[src/rtl/cache_region_ctr.sv]
// cache_region_ctr: control/configuration slave for the data/instruction cache.
//
// Holds CTRL, STATUS and REGION_NUM programmable uncached address windows.
// Classifies the cache lookup address as IO/uncached. Queues and coalesces
// write-back and clear requests, and hands them to the cache core over a
// valid/ready handshake. A write-back is always issued before a clear.
//
// Ports:
//   clk, rest            clock, asynchronous active-high reset
//   s0_*                 register slave (word index = s0_address[31:2])
//   address              cache lookup address
//   isIOAddrBlock        lookup address is uncached
//   isEnableCache        cache enable (CTRL[16])
//   cmd/cmd_valid        command to cache core; cmd_ready accepts it
//   hit_pulse/miss_pulse cache hit/miss events (performance counters only)
//
// Word map: 0 CTRL, 1 STATUS, 2+2i / 3+2i region i low / high bound,
//           2+2*REGION_NUM HIT, 3+2*REGION_NUM MISS. Other indices read 0.
//
// Optional feature macro: CACHE_CTR_PERF_EN enables the saturating 32-bit
// HIT/MISS counters. Without it both indices read 0 and the pulses are ignored.

`ifndef CACHE_CTR_CMD_WB
`define CACHE_CTR_CMD_WB 3'd1
`endif
`ifndef CACHE_CTR_CMD_CLEAR
`define CACHE_CTR_CMD_CLEAR 3'd2
`endif

module cache_region_ctr #(
    parameter int REGION_NUM = 4,
    parameter int GRAN_BITS  = 10,
    parameter int CNT_WIDTH  = 8
) (
    input  logic        clk,
    input  logic        rest,
    input  logic [31:0] s0_address,
    input  logic [3:0]  s0_byteEnable,
    input  logic        s0_read,
    output logic [31:0] s0_readData,
    input  logic        s0_write,
    input  logic [31:0] s0_writeData,
    output logic        s0_waitRequest,
    output logic        s0_readDataValid,
    input  logic [31:0] address,
    output logic        isIOAddrBlock,
    output logic        isEnableCache,
    output logic [2:0]  cmd,
    output logic        cmd_valid,
    input  logic        cmd_ready,
    input  logic        hit_pulse,
    input  logic        miss_pulse
);

    localparam int BW = 32 - GRAN_BITS;

    // state    | meaning
    // ST_IDLE  | no command on the bus; picks the next pending request
    // ST_ISSUE | cmd/cmd_valid held until cmd_ready
    typedef enum logic {ST_IDLE, ST_ISSUE} state_t;

    logic [29:0] word_idx;
    assign word_idx = s0_address[31:2];

    logic [REGION_NUM-1:0] reg_en_q, reg_en_d;
    logic                  cache_en_q, cache_en_d;
    logic [BW-1:0]         lo_q [REGION_NUM];
    logic [BW-1:0]         lo_d [REGION_NUM];
    logic [BW-1:0]         hi_q [REGION_NUM];
    logic [BW-1:0]         hi_d [REGION_NUM];
    logic                  pend_wb_q, pend_wb_d;
    logic                  pend_clr_q, pend_clr_d;
    logic [2:0]            cmd_q, cmd_d;
    logic                  cmd_valid_q, cmd_valid_d;
    logic [CNT_WIDTH-1:0]  cnt_q, cnt_d;
    state_t                state_q, state_d;
    logic [31:0]           rdata_q, rdata_d;
    logic                  rvalid_q, rvalid_d;

    logic        set_wb, set_clr, done_wb, done_clr, busy;
    logic [31:0] rd_mux;

    logic unused_ok;
    assign unused_ok = ^{s0_byteEnable, s0_address, address, s0_writeData};

    // Register writes and request capture
    always_comb begin
        reg_en_d   = reg_en_q;
        cache_en_d = cache_en_q;
        lo_d       = lo_q;
        hi_d       = hi_q;
        set_wb     = 1'b0;
        set_clr    = 1'b0;
        if (s0_write) begin
            if (word_idx == 30'd0) begin
                reg_en_d   = s0_writeData[REGION_NUM-1:0];
                cache_en_d = s0_writeData[16];
                set_wb     = s0_writeData[17];
                // Disabling the cache implies its contents must be cleared.
                set_clr    = s0_writeData[18] | (cache_en_q & ~s0_writeData[16]);
            end
            for (int i = 0; i < REGION_NUM; i++) begin
                if (word_idx == 30'(2 + 2 * i)) lo_d[i] = s0_writeData[31:GRAN_BITS];
                if (word_idx == 30'(3 + 2 * i)) hi_d[i] = s0_writeData[31:GRAN_BITS];
            end
        end
    end

    // Command sequencer
    always_comb begin
        state_d     = state_q;
        cmd_d       = cmd_q;
        cmd_valid_d = cmd_valid_q;
        cnt_d       = cnt_q;
        done_wb     = 1'b0;
        done_clr    = 1'b0;
        case (state_q)
            ST_IDLE: begin
                if (pend_wb_q) begin
                    cmd_d       = `CACHE_CTR_CMD_WB;
                    cmd_valid_d = 1'b1;
                    state_d     = ST_ISSUE;
                end else if (pend_clr_q) begin
                    cmd_d       = `CACHE_CTR_CMD_CLEAR;
                    cmd_valid_d = 1'b1;
                    state_d     = ST_ISSUE;
                end
            end
            ST_ISSUE: begin
                if (cmd_ready) begin
                    cmd_valid_d = 1'b0;
                    state_d     = ST_IDLE;
                    cnt_d       = cnt_q + CNT_WIDTH'(1);
                    if (cmd_q == `CACHE_CTR_CMD_WB) done_wb = 1'b1;
                    else                            done_clr = 1'b1;
                end
            end
            default: state_d = ST_IDLE;
        endcase
        // A new request arriving with the completion keeps the flag set.
        pend_wb_d  = (pend_wb_q  & ~done_wb)  | set_wb;
        pend_clr_d = (pend_clr_q & ~done_clr) | set_clr;
    end

    assign busy = cmd_valid_q | pend_wb_q | pend_clr_q;

`ifdef CACHE_CTR_PERF_EN
    localparam int HIT_IDX  = 2 + 2 * REGION_NUM;
    localparam int MISS_IDX = 3 + 2 * REGION_NUM;

    logic [31:0] hit_q, hit_d, miss_q, miss_d;
    logic        perf_clr;

    always_comb begin
        perf_clr = s0_write && ((word_idx == 30'(HIT_IDX)) || (word_idx == 30'(MISS_IDX)));
        hit_d    = hit_q;
        miss_d   = miss_q;
        if (perf_clr) begin
            hit_d  = '0;
            miss_d = '0;
        end else begin
            if (hit_pulse  && (hit_q  != 32'hFFFF_FFFF)) hit_d  = hit_q  + 32'd1;
            if (miss_pulse && (miss_q != 32'hFFFF_FFFF)) miss_d = miss_q + 32'd1;
        end
    end

    always_ff @(posedge clk or posedge rest) begin
        if (rest) begin
            hit_q  <= '0;
            miss_q <= '0;
        end else begin
            hit_q  <= hit_d;
            miss_q <= miss_d;
        end
    end
`else
    logic unused_perf;
    assign unused_perf = hit_pulse ^ miss_pulse;
`endif

    // Read mux on current register values (same-cycle write is not visible)
    always_comb begin
        rd_mux = '0;
        if (word_idx == 30'd0) begin
            rd_mux[REGION_NUM-1:0] = reg_en_q;
            rd_mux[16]             = cache_en_q;
        end else if (word_idx == 30'd1) begin
            rd_mux[0]              = busy;
            rd_mux[1]              = pend_wb_q;
            rd_mux[2]              = pend_clr_q;
            rd_mux[8 +: CNT_WIDTH] = cnt_q;
        end
        for (int i = 0; i < REGION_NUM; i++) begin
            if (word_idx == 30'(2 + 2 * i)) rd_mux = {lo_q[i], {GRAN_BITS{1'b0}}};
            if (word_idx == 30'(3 + 2 * i)) rd_mux = {hi_q[i], {GRAN_BITS{1'b0}}};
        end
`ifdef CACHE_CTR_PERF_EN
        if (word_idx == 30'(HIT_IDX))  rd_mux = hit_q;
        if (word_idx == 30'(MISS_IDX)) rd_mux = miss_q;
`endif
        rdata_d  = s0_read ? rd_mux : rdata_q;
        rvalid_d = s0_read;
    end

    // Uncached classification; lo > hi never matches, so it is an empty window.
    always_comb begin
        isIOAddrBlock = address[31];
        for (int i = 0; i < REGION_NUM; i++) begin
            if (reg_en_q[i] && (lo_q[i] <= address[31:GRAN_BITS]) &&
                (address[31:GRAN_BITS] <= hi_q[i]))
                isIOAddrBlock = 1'b1;
        end
    end

    always_ff @(posedge clk or posedge rest) begin
        if (rest) begin
            reg_en_q    <= '0;
            cache_en_q  <= 1'b1;
            for (int i = 0; i < REGION_NUM; i++) begin
                lo_q[i] <= '0;
                hi_q[i] <= '0;
            end
            pend_wb_q   <= 1'b0;
            pend_clr_q  <= 1'b0;
            cmd_q       <= `CACHE_CTR_CMD_WB;
            cmd_valid_q <= 1'b0;
            cnt_q       <= '0;
            state_q     <= ST_IDLE;
            rdata_q     <= '0;
            rvalid_q    <= 1'b0;
        end else begin
            reg_en_q    <= reg_en_d;
            cache_en_q  <= cache_en_d;
            lo_q        <= lo_d;
            hi_q        <= hi_d;
            pend_wb_q   <= pend_wb_d;
            pend_clr_q  <= pend_clr_d;
            cmd_q       <= cmd_d;
            cmd_valid_q <= cmd_valid_d;
            cnt_q       <= cnt_d;
            state_q     <= state_d;
            rdata_q     <= rdata_d;
            rvalid_q    <= rvalid_d;
        end
    end

    assign s0_readData      = rdata_q;
    assign s0_readDataValid = rvalid_q;
    assign s0_waitRequest   = 1'b0;
    assign isEnableCache    = cache_en_q;
    assign cmd              = cmd_q;
    assign cmd_valid        = cmd_valid_q;

endmodule
[config.mk]
export PLATFORM = sky130hd
export DESIGN_NAME = cache_region_ctr
export DESIGN_NICKNAME = d
export VERILOG_FILES = /design/src/rtl/cache_region_ctr.sv
export SDC_FILE = /design/constraint.sdc
export NUM_CORES = 1
export LEC_CHECK = 0
export BUFFER_PORTS_ARGS = -buffer_cell sky130_fd_sc_hd__buf_2
export CAP_MARGIN = 30
export CORE_AREA = 4 4 224 172
export CTS_BUF_LIST = sky130_fd_sc_hd__clkbuf_16
export DETAILED_ROUTE_END_ITERATION = 7
export DIE_AREA = 0 0 228 176
export GPL_TIMING_DRIVEN = 0
export SLEW_MARGIN = 30
export SYNTH_ARGS = -nofsm -noshare
export SYNTH_HDL_FRONTEND = slang
export SYNTH_SLANG_ARGS = --single-unit
[constraint.sdc]
create_clock -name clk -period 10.6 [get_ports clk]
set_input_delay 2.12 -clock clk [delete_from_list [all_inputs] [get_ports clk]]
set_output_delay 2.12 -clock clk [all_outputs]
set_load 0.02 [all_outputs]
==> results.yml <==
timing:
  min_period_ns: 6.88
  max_slew_margin_pct: 24.9
  fin_skew_ns: 0.0131
  max_freq_mhz: 145
  drv_slew: 0
  finalHoldViolCount: 0
  finalCritPeriodShare_pct: 64.9
  setup_viol: 0
  fin_hold_ws_ns: 0.476
  rsz0062_at_grt: "false"
  tightestPinTransition_ns: 1.12
clock_network:
  clockBufferDepth: 3
  cts-root-buf: "clkbuf_16"
  ctsResizeCount: 0
  cts_buffers: 25
  cts_tree: "done"
  postCtsSetupBuffers: 0
  cts.sinks: 224
  cts_hold_buf: 0
  clkLatencyLatePin_ns: 0.55
  clkTransAtPathRegs_ns: 0.07
  h-tree-depth: 1
finish:
  fin_nets: 1825
  final_common_cell: "dfrtp_1"
  seqCellArea_um2: 5610
  final_layout_size_suffix_gt1_share_pct: 23.5
  multi_input_area_um2: 8000
  utilization_pct: 45.2
  final_cell_mix: "222 x dfrtp_1, 177 x ha_1, 168 x mux2_2, 138 x inv_1, 113 x buf_2"
  nFillCells: 3482
  area_growth_pct: 14.6
route:
  drt-wirelength-per-cell_um: 26.3
  viasPerCell: 5.94
  postRouteAntennaNets: 0
  drc: 0
  drt-initial-drc-count: 1105
  wirelength_um: 53400
  dr_total_vias: 12069
  dr.pass1.iters: 5
yosys:
  synth-seq-area-share_pct: 39.1
  synth_edf_count: 0
  async_reset_ff_share_pct: 100
  synth_flop_cell: "dfrtp_1"
  syn_area_um2: 14300
  ys_seq_elements: 224
  syn_area_per_cell_um2: 10.3
  yosys_warnings: 0
  yosys.area.top_type: "dfrtp_1"
  synth_top_area_share_pct: 38.7
  synth_area_leaders: "dfrtp_1 39%, ha_1 15%, mux2_2 13%"
  syn_inst: 1393
  netlist-cell-type-count: 70
grt:
  gr-usage-all-layers_pct: 26.0
  grt_overflow: 0
  grt_pass1_wl_um: 77900
  antenna_found_initial: 2
  grt_start_max_net_pins: 81
  grt_pass1_vias: 11824
power_and_ir_drop:
  powerDensity_nw_per_um2: 121
  vdd.ir_drop.worst_mv: 0.100
  total_leakage_power_nw: 7.92
setup_path:
  cpPeakStageDelay_ns: 0.78
  r2r-end: "s0_readData[16]"
  path_class: "in2out"
  cp_slowest_cell: "a221oi_1"
  crit_required_ns: 8.48
  crit_fanout: 5
  arrival_ns: 4.76
  worst-r2r-cell-count: 7
  cp-endpoint: "isIOAddrBlock"
  crit_chain: "buf_2 > ha_1 > a21oi_1 > o21ai_0 > a221oi_1 > nor2_1 > o41ai_1 > o21ai_0 > o2111ai_1 > buf_2"
  r2r-start: "isEnableCache"
  r2r_slack_ns: 8.70
  cp-start-kind: "input port"
  end_kind: "primary output"
  crit_path_start: "address[19]"
placed_design:
  portBuffers: 113
  gp_congestion: 0.961
  dpl.hpwl_um: 40200
die:
  dieArea_um2: 40100
  initial_utilization_pct: 39.4
  core_area_um2: 36400
  ios: 147
  die_w_um: 228
  fp.dieH_um: 176
  fp-row-count: 61
min_path:
  hold_class: "reg2reg"
  min-delay-start: "s0_readData[14]"
flow_run:
  drv_cap: 0
run_status:
  outcome: "finished clean"
[cells in the mapped netlist (14+ instances only)]
library cell and count:
a21oi_1 95, nand2_1 96, nor2_1 53, dfrtp_1 222, a21o_1 16, inv_1 135, a221oi_1 25, ha_1 177
mux2_2 168, a21boi_0 14, a211oi_1 17, o21ai_0 67, nand3_1 24, nand4_1 38, clkbuf_1 43
[state kept, by name, summed over array words and instances (netlist names)]
| name | cells |
|---|---|
| lo_q | 88 |
| pend_clr_q | 1 |
| s0_readDataValid | 1 |
| pend_wb_q | 1 |
| isEnableCache | 1 |
| cmd | 2 |
| reg_en_q | 4 |
| cnt_q | 8 |
| state_q | 1 |
| hi_q | 88 |
| s0_readData | 28 |
| cmd_valid | 1 |
[worst min-delay path by stage]
stage | endpoint | slack (ns) | depth (start not counted)
after floorplan | cnt_q[7] | 0.45 | 1
after global placement | s0_readData[14] | 0.46 | 1
after detailed placement | s0_readData[14] | 0.46 | 1
after CTS | s0_readData[14] | 0.48 | 1
after global routing | s0_readData[13] | 0.51 | 1
final | s0_readData[14] | 0.48 | 1
[layout make-up]
type / instances / area share (%)
Antenna cell: 1 / 0.0152
Buffer: 58 / 1.72
Clock buffer: 25 / 3.81
Clock inverter: 21 / 1.16
Inverter: 135 / 3.13
Multi-Input combinational cell: 981 / 48.6
Sequential cell: 224 / 34.1
Tap cell: 472 / 3.59
Timing Repair Buffer: 116 / 3.82
[cells by family (layout without fill, tap and decap cells)]
| logic type | count (synthesis) | after routing | synth area share [%] |
|---|---|---|---|
| AOI/OAI and AO/OA | 308 | 308 | 13.9 |
| adders and majority gates | 177 | 177 | 15.4 |
| muxes | 193 | 193 | 15.3 |
| other | 1 | 7 | 0.0261 |
| DFF | 224 | 224 | 39.1 |
| xor gates and xnor gates | 8 | 8 | 0.488 |
| and+or+nand+nor | 289 | 289 | 10.3 |
| buffers and inverters | 193 | 355 | 5.45 |
[power by group]
group	switching [W]	internal [W]
logic	0.000144	0.0000719
clock network	0.000375	0.000506
registers	0.0000213	0.000870
total	0.000541	0.00145
[critical path: cells and delay by family]
kind,cells,cell delay (ns)
AO/OA/AOI/OAI,6,1.78
buffers and inverters,2,0.37
adder cells (fa/ha/maj),1,0.33
AND/OR/NAND/NOR,1,0.15
[metal layers]
metal / GRT usage [%] / vias up / share of wire, %
met3: 8.32 / 100 / 10
met4: 8.01 / 2 / 3.5
met2: 37.5 / 568 / 41
met5: 0 / - / 0.024
li1: - / 5395 / -
met1: 37.2 / 6004 / 45
[per-stage QoR]
| step | cell area (µm²) | TNS [ns] | worst slack [ns] | std cells | power [W] |
|---|---|---|---|---|---|
| 2_1_floorplan | 14400 | 0 | 2.35 | 1398 | 0.00102 |
| 3_3_place_gp | 15500 | -124.82 | -0.597 | 1983 | 0.00111 |
| 3_5_place_dp | 15600 | 0 | 3.69 | 1986 | 0.00112 |
| 4_1_cts | 16400 | 0 | 3.70 | 2032 | 0.00201 |
| 5_1_grt | 16400 | 0 | 3.36 | 2033 | 0.00207 |
| 6_report | 16400 | 0 | 3.72 | 2033 | 0.00199 |
Power figures use the tool's default switching activity.
